--- src/rtl/conv_pkg.sv ---
// conv_pkg: shared FSM encodings and sizing helpers for the convolution engine
package conv_pkg;

    localparam logic [2:0] S_IDLE = 3'd0;
    localparam logic [2:0] S_RD_W = 3'd1;
    localparam logic [2:0] S_WT_W = 3'd2;
    localparam logic [2:0] S_RD_P = 3'd3;
    localparam logic [2:0] S_WT_P = 3'd4;
    localparam logic [2:0] S_MAC  = 3'd5;
    localparam logic [2:0] S_WR   = 3'd6;
    localparam logic [2:0] S_DONE = 3'd7;

    function automatic int out_dim(input int in_sz, input int knl, input int stride);
        return (in_sz - knl) / stride + 1;
    endfunction

    function automatic int acc_width(input int dw, input int taps);
        return 2 * dw + $clog2(taps);
    endfunction

    function automatic longint fx_max(input int dw);
        return (64'sd1 <<< (dw - 1)) - 64'sd1;
    endfunction

    function automatic longint fx_min(input int dw);
        return -(64'sd1 <<< (dw - 1));
    endfunction

endpackage

--- src/rtl/conv_mac.sv ---
// conv_mac: clear/accumulate datapath with fixed-point rescale, saturation and optional ReLU
module conv_mac
    import conv_pkg::*;
#(
    parameter int DATA_WIDTH = 32,
    parameter int FRAC_BITS  = 16,
    parameter int ACC_WIDTH  = 69
) (
    input  logic                  clk,
    input  logic                  rst,
    input  logic                  clr_i,
    input  logic                  acc_en_i,
    input  logic                  relu_i,
    input  logic [DATA_WIDTH-1:0] w_i,
    input  logic [DATA_WIDTH-1:0] p_i,
    output logic [DATA_WIDTH-1:0] res_o
);

    localparam int PW = 2 * DATA_WIDTH;
    localparam logic signed [ACC_WIDTH-1:0] HI = ACC_WIDTH'(fx_max(DATA_WIDTH));
    localparam logic signed [ACC_WIDTH-1:0] LO = ACC_WIDTH'(fx_min(DATA_WIDTH));

    logic signed [PW-1:0]        prod;
    logic signed [ACC_WIDTH-1:0] acc_q;
    logic signed [ACC_WIDTH-1:0] sh;
    logic        [DATA_WIDTH-1:0] sat;

    assign prod = PW'($signed(w_i)) * PW'($signed(p_i));

    // accumulator: cleared at each new pixel, sign-extended product added per tap
    always_ff @(posedge clk or posedge rst) begin
        if (rst) acc_q <= '0;
        else if (clr_i) acc_q <= '0;
        else if (acc_en_i) acc_q <= acc_q + ACC_WIDTH'(prod);
    end

    // rescale to the word format, clamp to its range, then optionally drop negatives
    always_comb begin
        sh    = acc_q >>> FRAC_BITS;
        sat   = sh > HI ? HI[DATA_WIDTH-1:0] : sh < LO ? LO[DATA_WIDTH-1:0] : sh[DATA_WIDTH-1:0];
        res_o = relu_i && sat[DATA_WIDTH-1] ? '0 : sat;
    end

endmodule

--- src/rtl/conv_engine.sv ---
// conv_engine: multi-channel 2-D convolution layer controller with DRAM read/write handshake
module conv_engine
    import conv_pkg::*;
#(
    parameter int DATA_WIDTH = 32,
    parameter int FRAC_BITS  = 16,
    parameter int ADDR_WIDTH = 18,
    parameter int KNL_W      = 5,
    parameter int KNL_H      = 5,
    parameter int IFMAP_W    = 32,
    parameter int IFMAP_H    = 32,
    parameter int IN_CHNL    = 1,
    parameter int OUT_CHNL   = 16,
    parameter int STRIDE     = 1
) (
    input  logic                  clk,
    input  logic                  rst,
    input  logic                  enable_i,
    input  logic                  relu_en_i,
    input  logic [ADDR_WIDTH-1:0] knl_base_i,
    input  logic [ADDR_WIDTH-1:0] ifmap_base_i,
    input  logic [ADDR_WIDTH-1:0] ofmap_base_i,
    input  logic                  dram_valid_i,
    input  logic [DATA_WIDTH-1:0] data_in_i,
    output logic                  dram_en_rd_o,
    output logic [ADDR_WIDTH-1:0] addr_in_o,
    output logic                  dram_en_wr_o,
    output logic [ADDR_WIDTH-1:0] addr_out_o,
    output logic [DATA_WIDTH-1:0] data_out_o,
    output logic                  busy_o,
    output logic                  done_o
);

    localparam int OW   = out_dim(IFMAP_W, KNL_W, STRIDE);
    localparam int OH   = out_dim(IFMAP_H, KNL_H, STRIDE);
    localparam int TAPS = IN_CHNL * KNL_W * KNL_H;
    localparam int ACCW = acc_width(DATA_WIDTH, TAPS);
    localparam int CW   = 16;
    // address jumps applied when the kernel row, kernel plane or output row wraps
    localparam logic [ADDR_WIDTH-1:0] A_ONE  = ADDR_WIDTH'(1);
    localparam logic [ADDR_WIDTH-1:0] A_KY   = ADDR_WIDTH'(IFMAP_W - KNL_W + 1);
    localparam logic [ADDR_WIDTH-1:0] A_IC   = ADDR_WIDTH'(IFMAP_H * IFMAP_W - (KNL_H - 1) * IFMAP_W - (KNL_W - 1));
    localparam logic [ADDR_WIDTH-1:0] A_OX   = ADDR_WIDTH'(STRIDE);
    localparam logic [ADDR_WIDTH-1:0] A_OY   = ADDR_WIDTH'(STRIDE * IFMAP_W - (OW - 1) * STRIDE);
    localparam logic [ADDR_WIDTH-1:0] A_TAPS = ADDR_WIDTH'(TAPS);

    logic [2:0]            state_q, state_d;
    logic [CW-1:0]         kx_q, ky_q, ic_q, ox_q, oy_q, oc_q;
    logic [ADDR_WIDTH-1:0] w_addr_q, wb_q, p_addr_q, pix_q, ifb_q, o_addr_q, pix_d, wb_d;
    logic [DATA_WIDTH-1:0] w_q, p_q, res;
    logic                  relu_q, start, last_kx, last_ky, last_ic, last_tap, last_ox, last_oy, last_oc, plane_end;

    assign start     = enable_i && (state_q == S_IDLE || state_q == S_DONE);
    assign last_kx   = kx_q == CW'(KNL_W - 1);
    assign last_ky   = ky_q == CW'(KNL_H - 1);
    assign last_ic   = ic_q == CW'(IN_CHNL - 1);
    assign last_tap  = last_kx && last_ky && last_ic;
    assign last_ox   = ox_q == CW'(OW - 1);
    assign last_oy   = oy_q == CW'(OH - 1);
    assign last_oc   = oc_q == CW'(OUT_CHNL - 1);
    assign plane_end = last_ox && last_oy;
    assign pix_d     = plane_end ? ifb_q : last_ox ? pix_q + A_OY : pix_q + A_OX;
    assign wb_d      = plane_end ? wb_q + A_TAPS : wb_q;

    // next-state logic: one read per tap operand, one write per output pixel
    always_comb begin
        state_d = state_q;
        case (state_q)
            S_IDLE, S_DONE: state_d = start ? S_RD_W : S_IDLE;
            S_RD_W:         state_d = S_WT_W;
            S_WT_W:         state_d = dram_valid_i ? S_RD_P : S_WT_W;
            S_RD_P:         state_d = S_WT_P;
            S_WT_P:         state_d = dram_valid_i ? S_MAC : S_WT_P;
            S_MAC:          state_d = last_tap ? S_WR : S_RD_W;
            S_WR:           state_d = plane_end && last_oc ? S_DONE : S_RD_W;
            default:        state_d = S_IDLE;
        endcase
    end

    // state register; reset aborts any layer in flight
    always_ff @(posedge clk or posedge rst) begin
        if (rst) state_q <= S_IDLE;
        else state_q <= state_d;
    end

    // loop counters, incremental address generators and operand capture
    always_ff @(posedge clk or posedge rst) begin
        if (rst) begin
            {kx_q, ky_q, ic_q, ox_q, oy_q, oc_q} <= '0;
            {w_addr_q, wb_q, p_addr_q, pix_q, ifb_q, o_addr_q} <= '0;
            {w_q, p_q} <= '0;
            relu_q <= 1'b0;
        end else begin
            if (start) begin
                relu_q   <= relu_en_i;
                ifb_q    <= ifmap_base_i;
                pix_q    <= ifmap_base_i;
                p_addr_q <= ifmap_base_i;
                wb_q     <= knl_base_i;
                w_addr_q <= knl_base_i;
                o_addr_q <= ofmap_base_i;
            end
            if (state_q == S_WT_W && dram_valid_i) w_q <= data_in_i;
            if (state_q == S_WT_P && dram_valid_i) p_q <= data_in_i;
            if (state_q == S_MAC) begin
                kx_q     <= last_kx ? '0 : kx_q + CW'(1);
                ky_q     <= last_kx ? (last_ky ? '0 : ky_q + CW'(1)) : ky_q;
                ic_q     <= last_kx && last_ky ? (last_ic ? '0 : ic_q + CW'(1)) : ic_q;
                w_addr_q <= w_addr_q + A_ONE;
                p_addr_q <= last_kx && last_ky ? p_addr_q + A_IC : last_kx ? p_addr_q + A_KY : p_addr_q + A_ONE;
            end
            if (state_q == S_WR) begin
                ox_q     <= last_ox ? '0 : ox_q + CW'(1);
                oy_q     <= last_ox ? (last_oy ? '0 : oy_q + CW'(1)) : oy_q;
                oc_q     <= plane_end ? (last_oc ? '0 : oc_q + CW'(1)) : oc_q;
                pix_q    <= pix_d;
                p_addr_q <= pix_d;
                wb_q     <= wb_d;
                w_addr_q <= wb_d;
                o_addr_q <= o_addr_q + A_ONE;
            end
        end
    end

    conv_mac #(
        .DATA_WIDTH(DATA_WIDTH),
        .FRAC_BITS (FRAC_BITS),
        .ACC_WIDTH (ACCW)
    ) u_mac (
        .clk     (clk),
        .rst     (rst),
        .clr_i   (start || state_q == S_WR),
        .acc_en_i(state_q == S_MAC),
        .relu_i  (relu_q),
        .w_i     (w_q),
        .p_i     (p_q),
        .res_o   (res)
    );

    assign dram_en_rd_o = state_q == S_RD_W || state_q == S_RD_P;
    assign addr_in_o    = state_q == S_RD_W ? w_addr_q : state_q == S_RD_P ? p_addr_q : '0;
    assign dram_en_wr_o = state_q == S_WR;
    assign addr_out_o   = dram_en_wr_o ? o_addr_q : '0;
    assign data_out_o   = dram_en_wr_o ? res : '0;
    assign busy_o       = state_q != S_IDLE;
    assign done_o       = state_q == S_DONE;

endmodule

--- config.mk ---
export PLATFORM = sky130hd
export DESIGN_NAME = conv_engine
export DESIGN_NICKNAME = d
export VERILOG_FILES = /design/src/rtl/conv_pkg.sv /design/src/rtl/conv_mac.sv /design/src/rtl/conv_engine.sv
export SDC_FILE = /design/constraint.sdc
export NUM_CORES = 2
export LEC_CHECK = 0
export ABC_CLOCK_PERIOD_IN_PS = 9800
export BUFFER_PORTS_ARGS = -buffer_cell sky130_fd_sc_hd__buf_4
export CAP_MARGIN = 20
export CORE_MARGIN = 2
export CORE_UTILIZATION = 55
export DETAILED_ROUTE_END_ITERATION = 6
export PLACE_DENSITY = 0.74
export SYNTH_ARGS = -nofsm -noshare
export SYNTH_HDL_FRONTEND = slang
export SYNTH_SLANG_ARGS = --single-unit
--- constraint.sdc ---
create_clock -name clk -period 9.8 [get_ports clk]
set_input_delay 0.49 -clock clk [delete_from_list [all_inputs] [get_ports clk]]
set_output_delay 0.49 -clock clk [all_outputs]
set_load 0.01 [all_outputs]
==> impl_metrics.json <==
{
  "status": "completed",
  "routabilityCongestion": 0.947,
  "clk_latency_ps": 650,
  "dp_hpwl_um": 126000,
  "setup_viol": 0,
  "synth_fp_nets": 7821,
  "clock.fmax_ghz": 0.107,
  "grt_pass1_vias": 46500,
  "yosys.cell_types.count": 87,
  "drt_wl_total_um": 154000,
  "clk_pin_slew_ps": 90,
  "relSlewSlack_pct": 24.9,
  "finalMaxSlewViolations": 0,
  "routedWlPerCell_um": 20.1,
  "hold_viol": 0,
  "path_max_fanout": 25,
  "initial_core_util_pct": 55.5,
  "synth-seq-cells": 341,
  "synth-xor-area-share_pct": 2.82,
  "fp.dieW_um": 330,
  "grt_max_degree": 171,
  "rsz0062_at_grt": "false",
  "critPathKind": "flip-flop to flip-flop",
  "final_antenna_net_count": 0,
  "grt_usage_pct": 29.9,
  "cts_tree": "yes",
  "syn2layout_area_growth_pct": 7.30,
  "antenna_found_initial": 1,
  "r2r_setup_slack_ps": 470,
  "port_buffers": 162,
  "crit_top_cell": "fa_1",
  "cpPeakStageDelay_ps": 980,
  "core_area_um2": 105000,
  "drc": 0,
  "worst_ep_arrival_time_ps": 9820,
  "finalNetCount": 7828,
  "synth_cells": 6224,
  "cp-start-kind": "flip-flop",
  "rows": 119,
  "tns_ps": 0,
  "fillers": 8847,
  "synth.avg_cell_area_um2": 9.38,
  "hold_buffers": 0,
  "ctsResizeCount": 0,
  "synth-simple-area-share_pct": 15.2,
  "dr.first_iter.drc_count": 3286,
  "yosysWarningCount": 0,
  "synth_flop_cell": "dfrtp_1",
  "synth_fa_ha_area_share_pct": 48.5,
  "drv_cap": 0,
  "required_ps": 10290,
  "die_area_um2": 109000,
  "clockBufferDepth": 3,
  "vias": 42800,
  "synth_edf_count": 0,
  "drt_first_pass_iters": 5,
  "numCtsBuffers": 45,
  "regArea_um2": 8530,
  "die_h_um": 330,
  "muxShareOfSynthArea_pct": 1.63,
  "final_area_um2": 62600,
  "finalCriticalPeriod_ps": 9330,
  "avgViaCountPerCell": 5.58,
  "hp-class": "input pin to flip-flop",
  "post_cts_buffers": 0,
  "htree_levels": 2,
  "ys_seq_area_share_pct": 14.6,
  "synth_top_family_by_area": "adder cells",
  "fin_crit_sh_pct": 95.2,
  "async_reset_ff_share_pct": 100,
  "critPathCaptureType": "flip-flop",
  "grt.overflow.total": 0,
  "cts_root_buf": "clkbuf_16",
  "fin_worst_skew_ps": 46.1,
  "utilization_pct": 59.5,
  "multi_input_area_um2": 43700,
  "drive_gt1_share_pct": 7.13,
  "grt_first_pass_wirelength_um": 255000,
  "clock-sinks": 341,
  "netlist_area_um2": 58400,
  "placed_area_um2": 61000,
  "synth_compound_area_share_pct": 6.53,
  "pin_count": 163,
  "tightest_slew_ps": 1130,
  "cpMaxStageDelayCell": "dfrtp_1"
}
## cell usage after synthesis (25+ instances only)
library cell	number	area [um2]
a21o_1	25	188
a21oi_1	181	906
and2_1	476	2980
and3_1	47	294
clkbuf_1	289	1080
dfrtp_1	341	8530
fa_1	1260	25200
ha_1	246	3080
inv_1	1352	5070
mux2_2	63	709
nand2_1	798	3000
nand3_1	88	440
nand4_1	54	338
nor2_1	254	953
nor3_1	26	130
o21ai_0	123	616
o22ai_1	64	400
xnor2_1	117	1020
xor2_1	71	622
## registers in the layout (all words and copies together) (netlist names)
| register | cells |
|---|---|
| ic_q | 16 |
| ifb_q | 18 |
| kx_q | 16 |
| ky_q | 16 |
| o_addr_q | 18 |
| oc_q | 16 |
| ox_q | 16 |
| oy_q | 16 |
| p_addr_q | 18 |
| p_q | 32 |
| pix_q | 18 |
| relu_q | 1 |
| state_q | 3 |
| u_mac.acc_q | 69 |
| w_addr_q | 18 |
| w_q | 32 |
| wb_q | 18 |
## area by class of cell
cell class                      instances  share of cell area (%)
Clock buffer                           64                    2.09
Antenna cell                            3                  0.0120
Sequential cell                       341                    13.6
Inverter                             1353                    8.12
Clock inverter                         17                   0.340
Multi-Input combinational cell       4224                    69.7
Tap cell                             1391                    2.78
Timing Repair Buffer                  266                    3.32
## critical path, delay by kind of cell, from the launching register on
family | cells | cell delay [ps]
buffers and inverters | 6 | 1030
and+or+nand+nor | 6 | 1550
DFF | 1 | 980
AOI/OAI and AO/OA | 4 | 1160
adders and majority gates | 9 | 4200
muxes | 1 | 250
## routing by layer
| metal | wire length (um) | part of all wire (%) | global-route usage (%) |
|---|---|---|---|
| met5 | 16 | 0.010 | 0 |
| met4 | 5890 | 3.8 | 9.59 |
| met3 | 13100 | 8.5 | 5.92 |
| met2 | 70600 | 46 | 46.9 |
| met1 | 64400 | 42 | 42.3 |
## path summary, 6_finish.rpt
kind | start | to | cells after the start
max | p_q[3]$_DFFE_PP0P_ | u_mac.acc_q[65]$_DFFE_PP0P_ | 26
min | data_in_i[7] | p_q[7]$_DFFE_PP0P_ | 2
max reg2reg | p_q[3]$_DFFE_PP0P_ | u_mac.acc_q[65]$_DFFE_PP0P_ | 26
min reg2reg | ic_q[15]$_DFFE_PP0P_ | ic_q[15]$_DFFE_PP0P_ | 1
max in group asynchronous | rst | p_q[22]$_DFFE_PP0P_ | 5
min in group asynchronous | rst | w_q[5]$_DFFE_PP0P_ | 3
## stage by stage
step	cells	hold slack, ps	worst slack [ps]
after global placement	7572	458	880
after CTS	7653	49.1	632
after detailed placement	7572	461	686
final	7659	80.8	469
after global routing	7656	72.2	211
after floorplan	6224	443	881
## cell families (layout without fill, tap and decap cells)
| logic type | after synthesis | count (layout) |
|---|---|---|
| muxes | 87 | 87 |
| adders and majority gates | 1506 | 1506 |
| AOI/OAI and AO/OA | 600 | 600 |
| and+or+nand+nor | 1843 | 1843 |
| xor gates and xnor gates | 188 | 188 |
| other | 0 | 3 |
| DFF | 341 | 341 |
| buffers and inverters | 1659 | 1700 |
## layout by cell type, fill, tap and decap left out, types with 45 or more instances in the layout
master,netlist,routed
a21oi_1,181,181
and2_1,476,476
and3_1,47,47
buf_4,0,261
clkbuf_16,0,45
dfrtp_1,341,340
fa_1,1260,1260
ha_1,246,246
inv_1,1352,1348
mux2_2,63,63
nand2_1,798,795
nand3_1,88,88
nand4_1,54,54
nor2_1,254,250
o21ai_0,123,122
o22ai_1,64,64
xnor2_1,117,117
xor2_1,71,71
Power is not shown: default switching activity piles up to over one toggle a cycle in this logic, so the estimate is an artifact.
